[src/rtl/fetch_redirect_unit.sv]
// Front-end PC owner: issues in-order fetches, queues returned instructions for decode,
// and redirects on taken branches while dropping stale responses. Optional counters: FETCH_STATS_EN.
module fetch_redirect_unit #(
   parameter logic [63:0] RESET_PC = 64'h0,
   parameter int unsigned DEPTH    = 2
) (
   input  logic        clk,
   input  logic        reset,
   input  logic        branch_valid,
   input  logic        branch_taken,
   input  logic [63:0] branch_target,
   input  logic        stall,
   output logic        imem_req_valid,
   input  logic        imem_req_ready,
   output logic [63:0] imem_req_addr,
   input  logic        imem_rsp_valid,
   input  logic [31:0] imem_rsp_data,
   output logic        instr_valid,
   input  logic        instr_ready,
   output logic [31:0] instr_out,
   output logic [63:0] instr_pc,
   output logic        flush
`ifdef FETCH_STATS_EN
   ,
   output logic [31:0] redirect_count,
   output logic [31:0] discard_count
`endif
);

   localparam int unsigned PW  = (DEPTH > 1) ? $clog2(DEPTH) : 1;
   localparam int unsigned CW  = $clog2(DEPTH + 1);
   localparam int unsigned CW1 = CW + 1;
   localparam int unsigned NE  = 2 ** PW;
   localparam logic [CW:0] DEPTH_L = CW1'(DEPTH);

   typedef enum logic {FETCH, DRAIN} state_t;

   state_t          state_q, state_d;
   logic [63:0]     pc_q, pc_d;
   logic [CW-1:0]   out_cnt_q, out_cnt_d, q_cnt_q, q_cnt_d, drop_cnt_q, drop_cnt_d;
   logic [PW-1:0]   out_wp_q, out_wp_d, out_rp_q, out_rp_d;
   logic [PW-1:0]   q_wp_q, q_wp_d, q_rp_q, q_rp_d;
   logic [63:0]     addr_mem [NE];
   logic [31:0]     ins_mem  [NE];
   logic [63:0]     ipc_mem  [NE];

   logic            redirect, occ_ok, req_fire, rsp_fetch, rsp_drain;
   logic            push_q, pop_q, discard;
   logic [CW-1:0]   stale;
   logic            unused_tgt_lsb;

   assign unused_tgt_lsb = ^branch_target[1:0];

   assign redirect       = branch_valid & branch_taken & ~reset;
   assign flush          = redirect;
   assign occ_ok         = ({1'b0, out_cnt_q} + {1'b0, q_cnt_q}) < DEPTH_L;
   assign imem_req_valid = ~reset & (state_q == FETCH) & ~stall & ~redirect & occ_ok;
   assign imem_req_addr  = pc_q;
   assign req_fire       = imem_req_valid & imem_req_ready;

   // Responses only count while something is owed; in DRAIN they are owed to drop_cnt.
   assign rsp_fetch = (state_q == FETCH) & imem_rsp_valid & (out_cnt_q != '0);
   assign rsp_drain = (state_q == DRAIN) & imem_rsp_valid & (drop_cnt_q != '0);
   assign push_q    = rsp_fetch & ~redirect;
   assign discard   = (rsp_fetch & redirect) | rsp_drain;
   assign stale     = out_cnt_q + drop_cnt_q - CW'(discard);

   assign instr_valid = (q_cnt_q != '0);
   assign pop_q       = instr_valid & instr_ready & ~redirect;
   assign instr_out   = instr_valid ? ins_mem[q_rp_q] : '0;
   assign instr_pc    = instr_valid ? ipc_mem[q_rp_q] : '0;

   always_comb begin
      state_d    = state_q;
      pc_d       = pc_q;
      drop_cnt_d = drop_cnt_q;
      out_wp_d   = req_fire  ? out_wp_q + PW'(1) : out_wp_q;
      out_rp_d   = rsp_fetch ? out_rp_q + PW'(1) : out_rp_q;
      out_cnt_d  = out_cnt_q + CW'(req_fire) - CW'(rsp_fetch);
      q_wp_d     = push_q ? q_wp_q + PW'(1) : q_wp_q;
      q_rp_d     = pop_q  ? q_rp_q + PW'(1) : q_rp_q;
      q_cnt_d    = q_cnt_q + CW'(push_q) - CW'(pop_q);
      if (redirect) begin
         pc_d       = {branch_target[63:2], 2'b00};
         out_wp_d   = '0;
         out_rp_d   = '0;
         out_cnt_d  = '0;
         q_wp_d     = '0;
         q_rp_d     = '0;
         q_cnt_d    = '0;
         drop_cnt_d = stale;
         state_d    = (stale != '0) ? DRAIN : FETCH;
      end else if (state_q == FETCH) begin
         if (req_fire) pc_d = pc_q + 64'd4;
      end else if (rsp_drain) begin
         drop_cnt_d = drop_cnt_q - CW'(1);
         if (drop_cnt_q == CW'(1)) state_d = FETCH;
      end
   end

   always_ff @(posedge clk or posedge reset) begin
      if (reset) begin
         state_q    <= FETCH;
         pc_q       <= RESET_PC;
         out_cnt_q  <= '0;
         out_wp_q   <= '0;
         out_rp_q   <= '0;
         q_cnt_q    <= '0;
         q_wp_q     <= '0;
         q_rp_q     <= '0;
         drop_cnt_q <= '0;
      end else begin
         state_q    <= state_d;
         pc_q       <= pc_d;
         out_cnt_q  <= out_cnt_d;
         out_wp_q   <= out_wp_d;
         out_rp_q   <= out_rp_d;
         q_cnt_q    <= q_cnt_d;
         q_wp_q     <= q_wp_d;
         q_rp_q     <= q_rp_d;
         drop_cnt_q <= drop_cnt_d;
      end
   end

   // Storage needs no reset: occupancy counters define which entries are live.
   always_ff @(posedge clk) begin
      if (req_fire) addr_mem[out_wp_q] <= pc_q;
      if (push_q) begin
         ins_mem[q_wp_q] <= imem_rsp_data;
         ipc_mem[q_wp_q] <= addr_mem[out_rp_q];
      end
   end

`ifdef FETCH_STATS_EN
   always_ff @(posedge clk or posedge reset) begin
      if (reset) begin
         redirect_count <= '0;
         discard_count  <= '0;
      end else begin
         if (redirect && (redirect_count != '1)) redirect_count <= redirect_count + 32'd1;
         if (discard && (discard_count != '1))   discard_count  <= discard_count + 32'd1;
      end
   end
`endif

endmodule
[config.mk]
export PLATFORM = sky130hd
export DESIGN_NAME = fetch_redirect_unit
export DESIGN_NICKNAME = d
export VERILOG_FILES = /design/src/rtl/fetch_redirect_unit.sv
export SDC_FILE = /design/constraint.sdc
export NUM_CORES = 1
export LEC_CHECK = 0
export ABC_AREA = 0
export CELL_PAD_IN_SITES_DETAIL_PLACEMENT = 0
export CELL_PAD_IN_SITES_GLOBAL_PLACEMENT = 1
export CORE_ASPECT_RATIO = 1.25
export CORE_MARGIN = 2
export CORE_UTILIZATION = 45
export CTS_BUF_LIST = sky130_fd_sc_hd__clkbuf_8
export CTS_CLUSTER_DIAMETER = 150
export DETAILED_ROUTE_END_ITERATION = 8
export GPL_TIMING_DRIVEN = 1
export MAX_ROUTING_LAYER = met4
export PLACE_DENSITY_LB_ADDON = 0.1
export SLEW_MARGIN = 10
export SYNTH_ARGS = -nofsm -noshare
export SYNTH_HDL_FRONTEND = slang
export SYNTH_SLANG_ARGS = --single-unit
[constraint.sdc]
create_clock -name clk -period 6.4 [get_ports clk]
set_clock_uncertainty 0.2 [all_clocks]
set_input_delay 1.28 -clock clk [delete_from_list [all_inputs] [get_ports clk]]
set_output_delay 1.28 -clock clk [all_outputs]
set_load 0.03 [all_outputs]
==> impl_metrics.json <==
{
  "cp.depth": 5,
  "synth_top_area_share_pct": 59.0,
  "drive_gt1_share_pct": 11.4,
  "placed_area_um2": 19000,
  "die_area_um2": 36800,
  "grt_pass1_wl_mm": 56.1,
  "synth_xor_xnor_area_share_pct": 3.75,
  "yosysTopAreaCell": "edfxtp_1",
  "setup_tns_ns": 0,
  "gp_congestion": 0.799,
  "cp_data_required_time_ns": 4.92,
  "coreArea_um2": 34600,
  "hold_class": "reg -> reg",
  "worst_pin_slew_ns": 1.03,
  "yosysSeqAreaShare_pct": 70.5,
  "placedCellCount": 1786,
  "max_slew_margin_pct": 31.5,
  "die_w_um": 172,
  "finalCritPeriodShare_pct": 72.7,
  "drv_slew": 0,
  "fin_cells": 1895,
  "drt-wirelength-per-cell_um": 19.5,
  "drtPass1Iterations": 4,
  "synth_simple_gate_area_share_pct": 10.4,
  "critPathMaxFanout": 5,
  "die_h_um": 214,
  "yosys_warnings": 0,
  "cp_cell_sequence": "clkdlybuf4s50_1, nor4_4, nand2_1, nor2_1, clkdlybuf4s50_1",
  "setup_viol": 0,
  "hpwl_mm": 23.1,
  "design_area_um2": 20000,
  "worst_setup_path_start_kind": "primary input",
  "syn-cell-area_um2": 15900,
  "clkPwrFrac_pct": 21.5,
  "max_freq_ghz": 0.215,
  "totalWireLength_mm": 36.9,
  "grt_max_degree": 76,
  "synth_compound_area_share_pct": 2.37,
  "cts_buffer_depth": 3,
  "nets": 1492,
  "yosys.area_share.adder_pct": 0.836,
  "grt_use_total_pct": 20.6,
  "ff2ff_path_depth": 7,
  "rows": 76,
  "final_core_util_pct": 57.8,
  "power.leakage_nw": 7.12,
  "syn_to_final_growth_pct": 26.1,
  "grt_overflow": 0,
  "fin_ws_ns": 1.75,
  "ys_ff_latch": 385,
  "viasPerCell": 5.09,
  "dp_slack_ns": 1.76,
  "status": "completed",
  "switching_share_pct": 36.5,
  "power_density_nw_per_um2": 410,
  "path_buf_inv": 2,
  "layout_commonest_cell": "edfxtp_1",
  "port_buffers": 260,
  "cts_sinks": 385,
  "worst-setup-path-type": "in -> out",
  "netlist_top_cells_area": "edfxtp_1 59%, dfrtp_1 12%, mux2i_1 5.9%",
  "syn_inst": 1100,
  "share_seq_of_total_power_pct": 42.5,
  "pwr-share-comb_pct": 36.0,
  "cts_hold_buf": 0,
  "worstPathArrival_ns": 3.17,
  "drv_cap": 0,
  "grt_setup_unrepaired": "false",
  "worstSetupEndpointType": "primary output",
  "cts_resized": 0,
  "synth_top_family_by_area": "simple AND/OR/NAND/NOR gates",
  "ys_types": 48,
  "switchingPower_mw": 3.00,
  "crit_path_frequent_cell": "clkdlybuf4s50_1",
  "synth_mux_area_share_pct": 10.3,
  "final_cell_mix": "312 x edfxtp_1, 259 x clkdlybuf4s50_1, 138 x nor2_1, 94 x mux2i_1, 87 x nand2_1",
  "fin_crit_ns": 4.65,
  "drc": 0,
  "cpMaxStageDelayCell": "clkdlybuf4s50_1",
  "cts_tree": "done",
  "cpPeakStageDelay_ns": 0.70,
  "cts_made_buffers": 58,
  "post_cts_buffers": 0,
  "num_vias": 9655,
  "path_clk_slew_ns": 0.06,
  "ir_drop_uv": 233,
  "grt_pass1_vias": 10100,
  "intPower_mw": 5.22,
  "cts_max_level": 2,
  "antenna_found_initial": 1,
  "drt_iter0_drc": 534,
  "critical-path-top-delay-family": "buffers and inverters",
  "antenna_left": 0,
  "min_path_cells": 0,
  "syn_area_per_cell_um2": 14.4,
  "clockRootBuffer": "clkbuf_8",
  "start_util_pct": 45.9,
  "clock_latency_ns": 0.62,
  "hold_viol_final": 0,
  "num_io_pins": 267
}
## synth_stat cells, drive strengths merged
cell,instances
a211o,1
a21o,1
a21oi,15
a31oi,3
a41oi,1
and2,8
and3,17
and4,5
buf,25
clkbuf,31
conb,1
dfrtp,73
edfxtp,312
fa,1
ha,9
inv,12
mux2,62
mux2i,94
nand2,87
nand3,15
nand3b,2
nand4,31
nand4b,1
nor2,141
nor2b,2
nor3,12
nor3b,2
nor4,13
nor4b,1
o211ai,1
o21a,1
o21ai,45
o31a,2
or2,2
or3,3
xnor2,41
xor2,27
## routing by layer
layer	part of all wire [%]	GRT usage (%)
met5	0	-
met4	2.6	6.81
met3	5.9	3.95
met2	49	34.0
met1	42	25.5
## cells by family (layout without fill, tap and decap cells)
family	count (synthesis)	count (layout)
AO/OA/AOI/OAI	70	70
XOR/XNOR	68	68
adder cells (fa/ha/maj)	10	10
buffers and inverters	68	390
flip-flops	385	385
multiplexers	156	156
other	1	6
AND/OR/NAND/NOR	342	342
## worst register-to-register path, delay by kind of cell (launching register included)
family / cells / cell delay [ns]
AND/OR/NAND/NOR: 4 / 1.38
buffers and inverters: 2 / 0.61
adder cells (fa/ha/maj): 1 / 0.48
flip-flops: 1 / 0.43
## worst paths after layout
| kind | to | startpoint | slack [ns] |
|---|---|---|---|
| min in group asynchronous | out_cnt_q[0] | reset | 1.28 |
| max reg2reg | addr_mem[0][35] | q_cnt_q[0] | 2.95 |
| max | imem_req_valid | reset | 1.75 |
| max in group asynchronous | out_rp_q | reset | 3.97 |
| min | addr_mem[0][32] | imem_req_addr[32] | 0.35 |
| min reg2reg | addr_mem[0][32] | imem_req_addr[32] | 0.35 |
## stage by stage
stage | total power, mW | hold slack (ns)
after floorplan | 5.27 | 0.324
final | 8.21 | 0.353
after CTS | 8.33 | 0.358
after global placement | 6.50 | 0.319
after global routing | 8.61 | 0.375
after detailed placement | 6.53 | 0.336
## state kept, by name (all words and copies together) (netlist names), 2 cells and up
signal         flops
ipc_mem          124
drop_cnt_q         2
q_cnt_q            2
ins_mem           64
imem_req_addr     62
out_cnt_q          2
addr_mem         124
## power by group through the flow
stage / clock network [mW] / registers, mW / logic [mW]
2_1_floorplan: 0 / 3.45 / 1.82
3_3_place_gp: 0 / 3.53 / 2.97
3_5_place_dp: 0 / 3.55 / 2.99
4_1_cts: 1.83 / 3.50 / 3.00
5_1_grt: 1.93 / 3.53 / 3.15
6_report: 1.77 / 3.49 / 2.96
## area by class of cell
class,count,area [um2]
Timing Repair Buffer,271,2720
Tap cell,468,586
Clock inverter,48,200
Fill cell,2937,14600
Multi-Input combinational cell,650,4450
Inverter,12,46.3
Clock buffer,59,812
Sequential cell,385,11200
Antenna cell,2,5.00
Note: power is estimated with default switching activity, not from simulation.
